## config.mk

```make
export PLATFORM = sky130hd
export DESIGN_NAME = ldst_mem_sequencer
export DESIGN_NICKNAME = d
export VERILOG_FILES = /design/src/rtl/ldst_mem_sequencer.sv
export SDC_FILE = /design/constraint.sdc
export NUM_CORES = 1
export LEC_CHECK = 0
export ABC_AREA = 1
export CAP_MARGIN = 20
export CORE_MARGIN = 2
export CORE_UTILIZATION = 50
export CTS_CLUSTER_DIAMETER = 80
export DETAILED_ROUTE_END_ITERATION = 8
export DONT_BUFFER_PORTS = 1
export PLACE_DENSITY = 0.77
export SETUP_SLACK_MARGIN = 0.2
export SYNTH_ARGS = -nofsm -noshare
export SYNTH_HDL_FRONTEND = slang
export SYNTH_SLANG_ARGS = --single-unit
```

## constraint.sdc

```tcl
create_clock -name clk -period 1.43 [get_ports clk]
set_input_delay 0.286 -clock clk [delete_from_list [all_inputs] [get_ports clk]]
set_output_delay 0.286 -clock clk [all_outputs]
set_load 0.01 [all_outputs]
```

## src/rtl/ldst_mem_sequencer.sv

```systemverilog
// ldst_mem_sequencer
//   Takes the head entry of the in-order load/store buffer and runs it on the
//   single data-memory port, with at most one access in flight.
//   - A load waits for dmem_resp, then broadcasts its result on the CDB until
//     the CDB grants it a slot.
//   - A store is issued only when its entry is also the ROB head. It retires
//     on dmem_resp and pulses store_done.
//   - head_pop pulses once for each entry that retires from this block.
// Ports
//   clk, flush                  clock; sync active-high reset / pipeline flush
//   head_*                      load/store buffer head entry fields
//   rob_head_valid/_tag         current ROB head
//   dmem_read/write/addr/wdata/byte_en, dmem_rdata/resp   data memory port
//   cdb_req/tag/data, cdb_grant                           CDB request/grant
//   store_done, head_pop, busy  retire pulses and activity flag
module ldst_mem_sequencer #(
    parameter int DATA_W = 16,
    parameter int ADDR_W = 16,
    parameter int TAG_W  = 3
) (
    input  logic              clk,
    input  logic              flush,
    input  logic              head_valid,
    input  logic              head_is_store,
    input  logic              head_byte,
    input  logic              head_addr_rdy,
    input  logic              head_data_rdy,
    input  logic [ADDR_W-1:0] head_addr,
    input  logic [DATA_W-1:0] head_data,
    input  logic [TAG_W-1:0]  head_tag,
    input  logic              rob_head_valid,
    input  logic [TAG_W-1:0]  rob_head_tag,
    output logic              dmem_read,
    output logic              dmem_write,
    output logic [ADDR_W-1:0] dmem_addr,
    output logic [DATA_W-1:0] dmem_wdata,
    output logic [1:0]        dmem_byte_en,
    input  logic [DATA_W-1:0] dmem_rdata,
    input  logic              dmem_resp,
    output logic              cdb_req,
    output logic [TAG_W-1:0]  cdb_tag,
    output logic [DATA_W-1:0] cdb_data,
    input  logic              cdb_grant,
    output logic              store_done,
    output logic              head_pop,
    output logic              busy
);

    typedef enum logic [1:0] {
        IDLE = 2'd0,
        MEM  = 2'd1,
        CDB  = 2'd2
    } state_t;

    state_t state_q, state_d;

    logic [ADDR_W-1:0] addr_q;
    logic [DATA_W-1:0] wdata_q;
    logic [1:0]        be_q;
    logic [TAG_W-1:0]  tag_q;
    logic              byte_q;
    logic              store_q;
    logic [DATA_W-1:0] ld_data_q;

    logic              issue_ok;
    logic              issue;
    logic              mem_done;
    logic [7:0]        ld_byte;

    // A store may only go to memory when it is non-speculative, i.e. it is the
    // ROB head. A load only needs its address.
    assign issue_ok = head_valid & head_addr_rdy &
                      (~head_is_store |
                       (head_data_rdy & rob_head_valid & (rob_head_tag == head_tag)));
    assign issue    = (state_q == IDLE) & issue_ok;
    assign mem_done = (state_q == MEM) & dmem_resp;
    assign ld_byte  = addr_q[0] ? dmem_rdata[15:8] : dmem_rdata[7:0];

    always_ff @(posedge clk) begin
        if (flush) begin
            state_q <= IDLE;
        end else begin
            state_q <= state_d;
        end
    end

    always_comb begin
        state_d = state_q;
        case (state_q)
            IDLE:    if (issue_ok)  state_d = MEM;
            MEM:     if (dmem_resp) state_d = store_q ? IDLE : CDB;
            CDB:     if (cdb_grant) state_d = IDLE;
            default: state_d = IDLE;
        endcase
    end

    // The head entry is latched at issue, so later changes to the buffer head
    // cannot disturb an access that is in flight.
    always_ff @(posedge clk) begin
        if (flush) begin
            addr_q    <= '0;
            wdata_q   <= '0;
            be_q      <= '0;
            tag_q     <= '0;
            byte_q    <= 1'b0;
            store_q   <= 1'b0;
            ld_data_q <= '0;
        end else begin
            if (issue) begin
                addr_q  <= head_addr;
                tag_q   <= head_tag;
                byte_q  <= head_byte;
                store_q <= head_is_store;
                wdata_q <= head_byte ? {(DATA_W/8){head_data[7:0]}} : head_data;
                be_q    <= (head_is_store & head_byte) ?
                           (head_addr[0] ? 2'b10 : 2'b01) : 2'b11;
            end
            if (mem_done && !store_q) begin
                ld_data_q <= byte_q ? {{(DATA_W-8){ld_byte[7]}}, ld_byte} : dmem_rdata;
            end
        end
    end

    // Every memory-port and CDB output comes from flops. head_pop and
    // store_done are the only outputs that depend combinationally on inputs.
    // They are gated by flush so that an abandoned entry never retires.
    assign dmem_read    = (state_q == MEM) & ~store_q;
    assign dmem_write   = (state_q == MEM) &  store_q;
    assign dmem_addr    = addr_q;
    assign dmem_wdata   = wdata_q;
    assign dmem_byte_en = be_q;
    assign cdb_req      = (state_q == CDB);
    assign cdb_tag      = tag_q;
    assign cdb_data     = ld_data_q;
    assign store_done   = ~flush & mem_done & store_q;
    assign head_pop     = ~flush & ((mem_done & store_q) | ((state_q == CDB) & cdb_grant));
    assign busy         = (state_q != IDLE);

endmodule

```

# After elaboration in Yosys (flattened, before gate mapping)
# Cells that the tools add are included.
# totals
regBits	57
inputBits	64
out_inout_bits	59
word_cells	48
# op_classes
eq_ne	6
n_mux	10
bitwise	19
n_reduce_logical	5
# ops
cell	n
16-bit 2-to-1 mux	2
1-bit AND	14
2-bit 2-to-1 mux	6
8-bit 2-to-1 mux	1
2-bit one-hot mux with 3 select lines	1
2-bit != test, second input constant	2
3-bit == test	1
1-bit NOT	3
3-bit AND reduction	1
2-bit by 1-bit == test with 1-bit output, second input constant	1
2-bit == test, second input constant	1
2-bit zero test	1
2-bit by 1-bit != test with 1-bit output, second input constant	1
1-bit OR	2
2-bit nonzero test	1
1-bit logical AND	1
1-bit zero test	1

# Logic depth before layout (Yosys ltp)
# Gate-level depths: netlist of the first run.
# depth
ltp_word	6
mapped_depth	11
ltp_nobuf	10

# Least setup slack after synthesis of the first run
# Ideal clock, no wire load.
# synth_path
path_kind	register -> register
from	reg addr_q[0] (netlist: dmem_addr[0])
to	reg ld_data_q[10] (netlist: cdb_data[10])
setup_time_ns	0.132
t_arrival_ns	1.258
t_required_ns	1.298
slack_ns	0.040
path_stages_with_launch	5
n_path_buf	1
period_less_slack_ns	1.390
cell_sequence	dfxtp_1 > buf_2 > mux2_2 > a21oi_2 > a21oi_1
# synth_between
elab_chain_cells	2
# synth_lines
item	line_no	source
start: declaration	57	logic [ADDR_W-1:0] addr_q;
start signal: assignment	110	addr_q <= head_addr;
8-bit 2-to-1 mux	77	assign ld_byte = addr_q[0] ? dmem_rdata[15:8] : dmem_rdata[7:0];
16-bit 2-to-1 mux	119	ld_data_q <= byte_q ? {{(DATA_W-8){ld_byte[7]}}, ld_byte} : dmem_rdata;
end signal: assignment	119	
end: declaration	63	logic [DATA_W-1:0] ld_data_q;
# Every way passes these cells.
# A chain may end at the register's enable or synchronous reset.

# Worst setup path after layout of the first run
# layout_path
from	reg store_q
to	out dmem_write
# layout_between
elab_chain_cells	1
# layout_lines
item	line_no	source
start: declaration	62	logic store_q;
start signal: assignment	113	store_q <= head_is_store;
1-bit AND	128	assign dmem_write = (state_q == MEM) & store_q;
end: declaration	34	output logic dmem_write,
# Every way passes these cells.

==> impl_metrics.yaml, run 1 <==
run_status:
  status: "finished with violations"
  violations: "setup timing"
power_and_ir_drop:
  static_leakage_nw: 1.143
  p_sw_uw: 877.4
  p_sw_share_pct: 25.19
  clockPowerShare_pct: 42.3
  internal_power_mw: 2.605
  comb_power_share_pct: 8.5
  power_density_nw_per_um2: 1202
  p_seq_share_pct: 49.2
  power.total_mw: 3.483
  worst_ir_drop_vdd_mv: 0.9341
worst_hold_path:
  worst_hold_startpoint: "flush"
  hold_path_depth: 1
  hold_class: "input port to flop"
  whs_endpoint: "cdb_tag[0]$_SDFFE_PP0P_"
placement:
  postPlaceCellArea_um2: 2535
  gpl.final_weighted_congestion: 0.7732
  dp_hpwl_mm: 4.295
  port_buffers: 0
  pre_cts_ws_ns: 0.03006
setup_path:
  rr_startpoint: "state_q[1]$_SDFFE_PP0P_"
  end_kind: "output pin"
  critical_path_peak_fanout: 3
  cp_data_arrival_time_ns: 1.15
  worstSetupPathType: "flop to output pin"
  rr_worst_depth: 7
  r2r_slack_ns: 0.12
  largest_stage_delay_worst_path_ns: 0.37
  timing.critical_path.from_type: "flop"
  timing.critical_path.required_ns: 1.14
  critical_path.cell_chain: "inv_1, nor2_4, buf_4, buf_6"
  rr_endpoint: "cdb_data[10]$_SDFFE_PP0P_"
  critical_path.slowest_cell: "sky130_fd_sc_hd__dfxtp_1"
synthesis:
  synth_fp_nets: 398
  syn-mean-instance-area_um2: 7.459
  postSynthRegisterBits: 57
  synth_warnings: 0
  yosys-top-cells-count: "sky130_fd_sc_hd__nand2_1, sky130_fd_sc_hd__dfxtp_1, sky130_fd_sc_hd__a21oi_1"
  yosys.cell_count.top_type: "sky130_fd_sc_hd__nand2_1"
  postSynth.topFlopCell: "sky130_fd_sc_hd__dfxtp_1"
  synth_sequential_area_ratio_pct: 45.81
  yosys.cell_types.count: 25
  syn_area_um2: 2491
  synth_top_area_share_pct: 45.81
  yosys-top-cells-area: "sky130_fd_sc_hd__dfxtp_1, sky130_fd_sc_hd__nand2_1, sky130_fd_sc_hd__a21oi_1"
  synth_enable_flop_cells: 0
  synthCells: 334
  synth_area_leader_cell: "sky130_fd_sc_hd__dfxtp_1"
  postSynth.asyncResetShare_pct: 0
timing:
  finalMaxSlewViolations: 0
  fmax_ghz: 0.6970
  timing.final.setup_violations: 2
  rsz_0062_raised_after_global_routing: "true"
  timing.final.ws_setup_ns: -0.004734
  timing.slew.headroom_pct: 71.38
  worstMarginPinSlew_ns: 0.4288
  clock-skew-final_ns: 0.007318
  finalCritPeriodShare_pct: 100.3
  report.final.hold_viol_count: 0
  fin_crit_ns: 1.435
detailed_routing:
  via_count: 2372
  number_of_design_rule_violations_left_after_detail_routing: 0
  detailedRoute.firstPassIterationCount: 4
  dr.first_iter.drc_count: 165
  avgViaCountPerCell: 5.771
  wl_per_cell_um: 16.39
  wl_mm: 6.735
  ant_nets: 0
clock_network:
  source_to_sink_clock_delay_at_the_later_pin_of_the_worst_skew_pair_ns: 0.33
  cts_hold_buf: 0
  cts.path.max_buffers: 2
  cts-buffers-inserted: 9
  cts.clk_slew.worst_paths_ns: 0.06
  count_of_clock_tree_sinks: 57
  cts-root-buf: "sky130_fd_sc_hd__clkbuf_8"
  ctsHtreeMaxLevel: 3
  tritoncts_clock_tree: "built"
global_route:
  global_route_wire_length_before_repair_mm: 10.14
  global_route.usage.total_pct: 23.82
  pin_count_of_the_biggest_net_entering_global_routing: 44
  number_of_global_route_vias_before_repair: 2184
  global_route.overflow_total: 0
  grt_antenna_before_repair: 0
floorplanning:
  die_x_um: 74.59
  placeableCoreArea_um2: 4755
  row_count: 25
  die-area_um2: 5563
  chipHeight_um: 74.59
  io-pin-count: 123
  initial_core_util_pct: 52.39
finish:
  total_of_fill_cells_in_the_finished_design: 438
  register_area_um2: 1145
  area_delta_synth_final_pct: 16.32
  n_antenna_cell: 0
  fin_nets: 403
  area_of_combinational_cells_with_multiple_inputs_um2: 1205
  design_area_um2: 2898
  layout-drive-gt1-share_pct: 16.86
run:
  maxCapViolCount: 0
-- flip-flops by register name (all words and copies together) (netlist names) --
register      count
dmem_wdata       16
dmem_byte_en      2
byte_q            1
cdb_tag           3
state_q           2
dmem_addr        16
store_q           1
cdb_data         16
-- worst max path at each step --
stage,start,to,slack [ns],depth (start not counted)
2_1_floorplan,state_q[1]$_SDFFE_PP0P_,cdb_data[3]$_SDFFE_PP0P_,0.19,8
3_3_place_gp,head_tag[2],dmem_wdata[9]$_SDFFE_PP0P_,0.17,10
3_5_place_dp,state_q[1]$_SDFFE_PP0P_,cdb_data[5]$_SDFFE_PP0P_,0.03,7
4_1_cts,state_q[1]$_SDFFE_PP0P_,head_pop,-0.05,5
5_1_grt,state_q[1]$_SDFFE_PP0P_,head_pop,-0.07,4
6_report,store_q$_SDFFE_PP0P_,dmem_write,-0.005,4
-- logic make-up after synthesis --
logic type             after synthesis  synth area share [%]
and+or+nand+nor                    159                 29.18
AOI/OAI and AO/OA                   73                 15.17
DFF                                 57                 45.81
buffers and inverters               44                 9.392
muxes                                1                0.4520
-- final cells by class --
| cell class | instances | area share (%) |
|---|---|---|
| Timing Repair Buffer | 18 | 6.434 |
| Timing Repair inverter | 2 | 0.5181 |
| Tap cell | 67 | 2.893 |
| Clock inverter | 5 | 1.900 |
| Sequential cell | 57 | 39.51 |
| Inverter | 17 | 2.288 |
| Clock buffer | 11 | 4.879 |
| Multi-Input combinational cell | 234 | 41.58 |
-- through the flow --
step           instances  hold slack [ns]  util (%)   TNS [ns]
2_1_floorplan        334           0.4332         -          0
3_3_place_gp         386           0.3594     53.32          0
4_1_cts              407         0.004239     59.37   -0.07006
5_1_grt              411         0.002176     60.95    -0.1970
6_report             411          0.03329     60.95  -0.008424
3_5_place_dp         386           0.3605     53.32          0
-- layer usage --
metal  vias to the layer above  global-route usage [%]  wire [um]
met5                         -                       0          0
met4                         0                   12.10         85
met3                         9                   9.756        694
met2                       122                   37.56       3257
met1                      1096                   27.91       2697
li1                       1145                       -          -
-- power groups by stage --
stage,sequential (mW),combinational [mW],clock (mW)
floorplan,1.73,0.251,0
global placement,1.75,0.259,0
detailed placement,1.75,0.267,0
CTS,1.71,0.282,1.51
global route,1.72,0.333,1.57
finish,1.71,0.296,1.47
-- cell usage in the layout (no fill, tap or decap), drive strengths merged --
master / synthesis / routed
a21oi: 50 / 51
a31oi: 7 / 7
buf: 17 / 18
bufinv: 0 / 1
clkbuf: 10 / 11
clkinv: 1 / 3
clkinvlp: 0 / 4
dfxtp: 57 / 57
inv: 16 / 16
mux2: 1 / 1
nand2: 100 / 100
nand3: 8 / 8
nand4: 38 / 38
nor2: 12 / 12
o21ai: 16 / 16
or2: 1 / 1
-- worst max-delay path: cells and delay by family (launching register included) --
| family | cells | cell delay, ns |
|---|---|---|
| buffers and inverters | 3 | 0.30 |
| AND/OR/NAND/NOR | 1 | 0.15 |
| flip-flops | 1 | 0.37 |
-- what timing repair did --
action,4_1_cts,5_1_grt
endpoints found under the setup margin,24,62
endpoints found under the hold margin,0,0
pin swaps,4,4
buffers inserted,2,4
resized for setup,16,8
gates cloned,3,0
Note: power is estimated with default switching activity, not from simulation.
==> run 2: changes to the inputs <==
- CAP_MARGIN: 20 -> unset
==> results of run 2 <==
No change in the layout: final DEF, timing and power equal those of run 1.
